`config.mk`:
```
export PLATFORM = sky130hd
export DESIGN_NAME = wb_store_queue_flat
export DESIGN_NICKNAME = d
export VERILOG_FILES = /design/src/rtl/wb_store_queue_if.sv /design/src/rtl/wb_store_queue.sv /design/src/flat_wrapper.sv
export SDC_FILE = /design/constraint.sdc
export NUM_CORES = 1
export LEC_CHECK = 0
export ABC_AREA = 0
export CAP_MARGIN = 15
export CORE_ASPECT_RATIO = 1.4
export CORE_MARGIN = 1.5
export CORE_UTILIZATION = 40
export CTS_CLUSTER_DIAMETER = 40
export DETAILED_ROUTE_END_ITERATION = 6
export PLACE_DENSITY = 0.66
export SLEW_MARGIN = 10
export SYNTH_ARGS = -nofsm -noshare
export SYNTH_HDL_FRONTEND = slang
export SYNTH_SLANG_ARGS = --single-unit
```
`constraint.sdc`:
```
create_clock -name clk -period 6.9 [get_ports clk]
set_clock_uncertainty 0.1 [all_clocks]
set_input_delay 1.38 -clock clk [delete_from_list [all_inputs] [get_ports clk]]
set_output_delay 1.38 -clock clk [all_outputs]
set_load 0.02 [all_outputs]
```
`src/rtl/wb_store_queue_if.sv`:
```
// Bundle of write-back enqueue, memory drain and load-probe signals for the store queue.
// The master side drives stores, acks and probes; the slave side is the queue itself.
interface wb_store_queue_if #(
    parameter int unsigned PTR_W = 2
);
    logic             enq_v;
    logic [14:0]      enq_pa;
    logic [31:0]      enq_data;
    logic [1:0]       enq_size;
    logic             full;
    logic             empty;
    logic [PTR_W:0]   count;
    logic             overflow;
    logic             mem_req;
    logic [14:0]      mem_pa;
    logic [31:0]      mem_data;
    logic [1:0]       mem_size;
    logic             mem_ack;
    logic             ld_v;
    logic [14:0]      ld_pa;
    logic             ld_conflict;

    modport master (
        output enq_v, enq_pa, enq_data, enq_size, mem_ack, ld_v, ld_pa,
        input  full, empty, count, overflow, mem_req, mem_pa, mem_data, mem_size, ld_conflict
    );

    modport slave (
        input  enq_v, enq_pa, enq_data, enq_size, mem_ack, ld_v, ld_pa,
        output full, empty, count, overflow, mem_req, mem_pa, mem_data, mem_size, ld_conflict
    );
endinterface

```
`src/rtl/wb_store_queue.sv`:
```
// In-order store queue: buffers write-back stores and drains them one at a time over req/ack,
// flagging loads whose word address matches any still-pending store.
module wb_store_queue #(
    parameter int unsigned DEPTH = 4,
    parameter int unsigned PTR_W = 2
) (
    input logic             clk,
    input logic             rst,
    wb_store_queue_if.slave sq
);

    typedef enum logic [0:0] {StIdle, StReq} state_e;

    logic [14:0]      pa_q   [DEPTH];
    logic [31:0]      data_q [DEPTH];
    logic [1:0]       size_q [DEPTH];
    logic [DEPTH-1:0] valid_q;

    logic [PTR_W-1:0] head_q, tail_q, head_next;
    logic [PTR_W:0]   count_q, count_d;
    logic             overflow_q;

    state_e           state_q, state_d;
    logic [14:0]      mem_pa_q, mem_pa_d;
    logic [31:0]      mem_data_q, mem_data_d;
    logic [1:0]       mem_size_q, mem_size_d;

    logic             full, empty, enq_ok, deq, ld_hit;

    // full/empty come from registered count, so a same-cycle ack never frees a slot for enq
    assign full      = (count_q == (PTR_W + 1)'(DEPTH));
    assign empty     = (count_q == '0);
    assign enq_ok    = sq.enq_v & ~full;
    assign deq       = (state_q == StReq) & sq.mem_ack;
    assign head_next = PTR_W'(head_q + 1'b1);

    always_comb begin
        count_d = count_q;
        if (enq_ok && !deq) begin
            count_d = count_q + 1'b1;
        end else if (deq && !enq_ok) begin
            count_d = count_q - 1'b1;
        end
    end

    // Entry payload carries no reset; valid_q alone decides what is live.
    always_ff @(posedge clk) begin
        if (enq_ok) begin
            pa_q[tail_q]   <= sq.enq_pa;
            data_q[tail_q] <= sq.enq_data;
            size_q[tail_q] <= sq.enq_size;
        end
    end

    always_ff @(posedge clk) begin
        if (rst) begin
            valid_q    <= '0;
            head_q     <= '0;
            tail_q     <= '0;
            count_q    <= '0;
            overflow_q <= 1'b0;
        end else begin
            if (enq_ok) begin
                valid_q[tail_q] <= 1'b1;
                tail_q          <= PTR_W'(tail_q + 1'b1);
            end
            // head and tail never coincide when enq and deq both fire (empty or full)
            if (deq) begin
                valid_q[head_q] <= 1'b0;
                head_q          <= head_next;
            end
            if (sq.enq_v && full) begin
                overflow_q <= 1'b1;
            end
            count_q <= count_d;
        end
    end

    always_comb begin
        state_d    = state_q;
        mem_pa_d   = mem_pa_q;
        mem_data_d = mem_data_q;
        mem_size_d = mem_size_q;
        unique case (state_q)
            StIdle: begin
                if (!empty) begin
                    state_d    = StReq;
                    mem_pa_d   = pa_q[head_q];
                    mem_data_d = data_q[head_q];
                    mem_size_d = size_q[head_q];
                end
            end
            StReq: begin
                if (sq.mem_ack) begin
                    if (count_q > (PTR_W + 1)'(1)) begin
                        // Back-to-back: present the next store without an idle bubble
                        state_d    = StReq;
                        mem_pa_d   = pa_q[head_next];
                        mem_data_d = data_q[head_next];
                        mem_size_d = size_q[head_next];
                    end else begin
                        state_d    = StIdle;
                        mem_pa_d   = '0;
                        mem_data_d = '0;
                        mem_size_d = '0;
                    end
                end
            end
            default: begin
                state_d    = StIdle;
                mem_pa_d   = '0;
                mem_data_d = '0;
                mem_size_d = '0;
            end
        endcase
    end

    always_ff @(posedge clk) begin
        if (rst) begin
            state_q    <= StIdle;
            mem_pa_q   <= '0;
            mem_data_q <= '0;
            mem_size_q <= '0;
        end else begin
            state_q    <= state_d;
            mem_pa_q   <= mem_pa_d;
            mem_data_q <= mem_data_d;
            mem_size_q <= mem_size_d;
        end
    end

    // Only registered entries participate, so a store enqueued this cycle cannot hit.
    always_comb begin
        ld_hit = 1'b0;
        for (int i = 0; i < int'(DEPTH); i++) begin
            if (valid_q[i] && (pa_q[i][14:2] == sq.ld_pa[14:2])) begin
                ld_hit = 1'b1;
            end
        end
    end

    assign sq.full        = full;
    assign sq.empty       = empty;
    assign sq.count       = count_q;
    assign sq.overflow    = overflow_q;
    assign sq.mem_req     = (state_q == StReq);
    assign sq.mem_pa      = mem_pa_q;
    assign sq.mem_data    = mem_data_q;
    assign sq.mem_size    = mem_size_q;
    assign sq.ld_conflict = sq.ld_v & ld_hit;

endmodule
```
`src/flat_wrapper.sv`:
```
// flat-port wrapper written by rule: the top's interface ports become plain ports
module wb_store_queue_flat 
#(
    parameter int unsigned DEPTH = 4,
    parameter int unsigned PTR_W = 2
)
  (clk, rst, sq_enq_v, sq_enq_pa, sq_enq_data, sq_enq_size, sq_mem_ack, sq_ld_v, sq_ld_pa, sq_full, sq_empty, sq_count, sq_overflow, sq_mem_req, sq_mem_pa, sq_mem_data, sq_mem_size, sq_ld_conflict);
  wb_store_queue_if #(.PTR_W(PTR_W)) sq_i ();
  input logic clk;
  input logic rst;
  input wire logic [$bits(sq_i.enq_v)-1:0] sq_enq_v;
  input wire logic [$bits(sq_i.enq_pa)-1:0] sq_enq_pa;
  input wire logic [$bits(sq_i.enq_data)-1:0] sq_enq_data;
  input wire logic [$bits(sq_i.enq_size)-1:0] sq_enq_size;
  input wire logic [$bits(sq_i.mem_ack)-1:0] sq_mem_ack;
  input wire logic [$bits(sq_i.ld_v)-1:0] sq_ld_v;
  input wire logic [$bits(sq_i.ld_pa)-1:0] sq_ld_pa;
  output wire logic [$bits(sq_i.full)-1:0] sq_full;
  output wire logic [$bits(sq_i.empty)-1:0] sq_empty;
  output wire logic [$bits(sq_i.count)-1:0] sq_count;
  output wire logic [$bits(sq_i.overflow)-1:0] sq_overflow;
  output wire logic [$bits(sq_i.mem_req)-1:0] sq_mem_req;
  output wire logic [$bits(sq_i.mem_pa)-1:0] sq_mem_pa;
  output wire logic [$bits(sq_i.mem_data)-1:0] sq_mem_data;
  output wire logic [$bits(sq_i.mem_size)-1:0] sq_mem_size;
  output wire logic [$bits(sq_i.ld_conflict)-1:0] sq_ld_conflict;
  assign sq_i.enq_v = sq_enq_v;
  assign sq_i.enq_pa = sq_enq_pa;
  assign sq_i.enq_data = sq_enq_data;
  assign sq_i.enq_size = sq_enq_size;
  assign sq_i.mem_ack = sq_mem_ack;
  assign sq_i.ld_v = sq_ld_v;
  assign sq_i.ld_pa = sq_ld_pa;
  assign sq_full = sq_i.full;
  assign sq_empty = sq_i.empty;
  assign sq_count = sq_i.count;
  assign sq_overflow = sq_i.overflow;
  assign sq_mem_req = sq_i.mem_req;
  assign sq_mem_pa = sq_i.mem_pa;
  assign sq_mem_data = sq_i.mem_data;
  assign sq_mem_size = sq_i.mem_size;
  assign sq_ld_conflict = sq_i.ld_conflict;
  wb_store_queue #(.DEPTH(DEPTH), .PTR_W(PTR_W)) u_core (.clk(clk), .rst(rst), .sq(sq_i));
endmodule
```
==> impl_metrics.tcl <==
set metrics [dict create \
    reg2reg_depth 7 \
    synth_flop_cell "edfxtp_1" \
    tightestPinTransition_ns 0.958 \
    cp.required_ns 5.42 \
    leakage_nw 4.49 \
    cts_setup_buffers 0 \
    synthCells 709 \
    portBuffers 123 \
    clkTransAtPathRegs_ns 0.06 \
    final.setup.tns_ns 0 \
    drc 0 \
    power.switching_mw 1.92 \
    power_density_nw_per_um2 404 \
    power.total_mw 5.76 \
    final_cell_mix "edfxtp_1, clkdlybuf4s50_1, mux4_2, nor2_1, dfxtp_1" \
    critical_path.most_common_cell "clkdlybuf4s50_1" \
    internal_power_mw 3.84 \
    fin_ws_ns 1.88 \
    finalSetupViolCount 0 \
    fin_cells 1216 \
    vias 6764 \
    finalWirelength_mm 28.2 \
    clockPowerShare_pct 29.4 \
    overflow 0 \
    root_buffer "clkbuf_16" \
    cp_top_family "buffers and inverters" \
    grt_max_degree 64 \
    grt_pass1_vias 7441 \
    hold_class "flip-flop to flip-flop" \
    status "completed" \
    cts.htree.levels 1 \
    reg2reg_from "u_core.sq.count[0]" \
    cap_violations 0 \
    crit_slowest_cell "clkdlybuf4s50_1" \
    hpwl_mm 16.6 \
    die-area_um2 30100 \
    rsz0062_at_grt "false" \
    die_w_um 147 \
    crit_type "primary input to output port" \
    synth-seq-cells 260 \
    placed_cell_area_um2 13200 \
    wl_per_cell_um 23.2 \
    cts-resized-gates 0 \
    areaGrowthSynthToFinish_pct 22.7 \
    cp-startpoint "sq_ld_pa[3]" \
    min_path_cells 2 \
    fmax_ghz 0.199 \
    min_from "u_core.sq.overflow" \
    worstPathMaxFanout 4 \
    synth_edf_count 196 \
    nets 896 \
    core_area_um2 28500 \
    fin_crit_sh_pct 72.7 \
    drive_gt1_share_pct 22.8 \
    vias_per_cell 5.56 \
    switching_share_pct 33.3 \
    ios 126 \
    cts_buffer_depth 3 \
    cts_made_buffers 31 \
    ir_drop_mv 0.244 \
    yosys.cell_types.count 35 \
    worst_ep_arrival_time_ns 3.54 \
    path_depth 6 \
    synth_area_per_cell_um2 16.4 \
    cp_cell_sequence "clkdlybuf4s50_1 -> xnor2_1 -> nand4_1 -> nor4_1 -> o41a_1 -> clkdlybuf4s50_1" \
    final_common_cell "edfxtp_1" \
    ys_warn_count 0 \
    die_h_um 205 \
    cts_tree "done" \
    antenna_found_initial 3 \
    cts_sinks 260 \
    async_flop_share_pct 0 \
    slew_viol_final 0 \
    first_pass_iters 4 \
    dr.first_iter.drc_count 370 \
    power_frac_comb_pct 33.8 \
    cp-end-kind "output port" \
    syn_area_um2 11600 \
    num_rows 73 \
    dpl.cell_count 1156 \
    crit_buf_inv 2 \
    grt_usage_pct 19.0 \
    pre_cts_ws_ns 1.85 \
    seq_power_share_pct 36.8 \
    max_stage_delay_ns 0.61 \
    ctsHoldBuffers 0 \
    insertion_delay_ns 0.57 \
    slew_headroom_pct 36.2 \
    start_util_pct 40.8 \
    syn_nets 791 \
    gp_congestion 0.843 \
    grt_pass1_wl_mm 42.8 \
    start_kind "primary input" \
    final_area_um2 14300 \
    antenna_left 0 \
    finalHoldViolCount 0 \
    layout_min_cycle_time_ns 5.02 \
    seq_area_frac_synth_pct 61.6 \
]
cells in the mapped netlist, types with 6 or more instances:
master    number  area [um2]
a221oi_2      10         150
clkbuf_1      42         158
dfxtp_1       64        1280
and2_1         6        37.5
nor3_1        49         245
ha_1          13         163
buf_2         15        75.1
nand2_1        6        22.5
nand4_1       12        75.1
edfxtp_1     196        5890
a221oi_1      39         342
nor2_1        62         233
a21oi_1        6        30.0
mux4_2        98        2210
xnor2_1       54         473
inv_1          7        26.3
power groups by stage:
| stage | combinational [mW] | clock, mW | sequential [mW] |
|---|---|---|---|
| 2_1_floorplan | 1.22 | 0 | 2.24 |
| 3_5_place_dp | 2.00 | 0 | 2.15 |
| 5_1_grt | 2.12 | 1.79 | 2.15 |
| 6_report | 1.95 | 1.69 | 2.12 |
| 3_3_place_gp | 1.98 | 0 | 2.14 |
| 4_1_cts | 2.00 | 1.73 | 2.12 |
per-stage QoR:
| step | utilization, % | hold WS (ns) |
|---|---|---|
| floorplan | - | 0.378 |
| global placement | 46.2 | 0.354 |
| detailed placement | 46.2 | 0.375 |
| CTS | 50.0 | 0.391 |
| global route | 50.1 | 0.403 |
| finish | 50.1 | 0.381 |
metal layers:
layer	wire [um]	part of all wire [%]	vias up	track usage, %
met5	17	0.060	-	0
met4	580	2.1	2	6.11
met3	1720	6.1	36	2.83
met2	15400	55	204	36.2
met1	10500	37	3458	21.6
li1	-	-	3064	-
final cells by class:
class	instances	area [um2]
clock buffers	32	790
clock inverters	26	305
inverters	9	33.8
flip-flops and latches	260	7170
multi-input cells	376	4170
repair buffers	136	1320
fillers	2432	14200
well taps	375	469
diodes	2	5.00
flip-flops by register name (all words and copies together) (netlist names), 2 cells and up, named ones only:
register,count
u_core.pa_q,60
u_core.valid_q,4
u_core.sq.mem_data,32
u_core.data_q,128
u_core.size_q,8
u_core.sq.count,3
u_core.sq.mem_size,2
u_core.sq.mem_pa,15
u_core.tail_q,2
u_core.head_q,2
worst reg2reg max path, stage by stage, from the launching register on:
cell	delay, ns
dfxtp_1	0.45
inv_1	0.10
ha_1	0.25
a21boi_1	0.50
and2_2	0.80
buf_4	0.50
nor2_1	0.09
a211oi_1	0.21
logic make-up (layout without fill, tap and decap cells):
kind of cell | after synthesis | in the layout | synth area share, %
flip-flops | 260 | 260 | 61.6
AND/OR/NAND/NOR | 141 | 141 | 5.60
multiplexers | 99 | 99 | 19.1
buffers and inverters | 73 | 203 | 2.79
AO/OA/AOI/OAI | 67 | 67 | 5.28
XOR/XNOR | 56 | 56 | 4.22
adder cells (fa/ha/maj) | 13 | 13 | 1.40
other | 0 | 2 | 0
worst paths after layout:
kind,endpoint,slack (ns)
worst max-delay path,sq_ld_conflict,1.88
worst min-delay path,u_core.sq.overflow,0.38
worst max register to register,u_core.valid_q[1],3.81
worst min register to register,u_core.sq.overflow,0.38
Power figures use the tool's default switching activity.
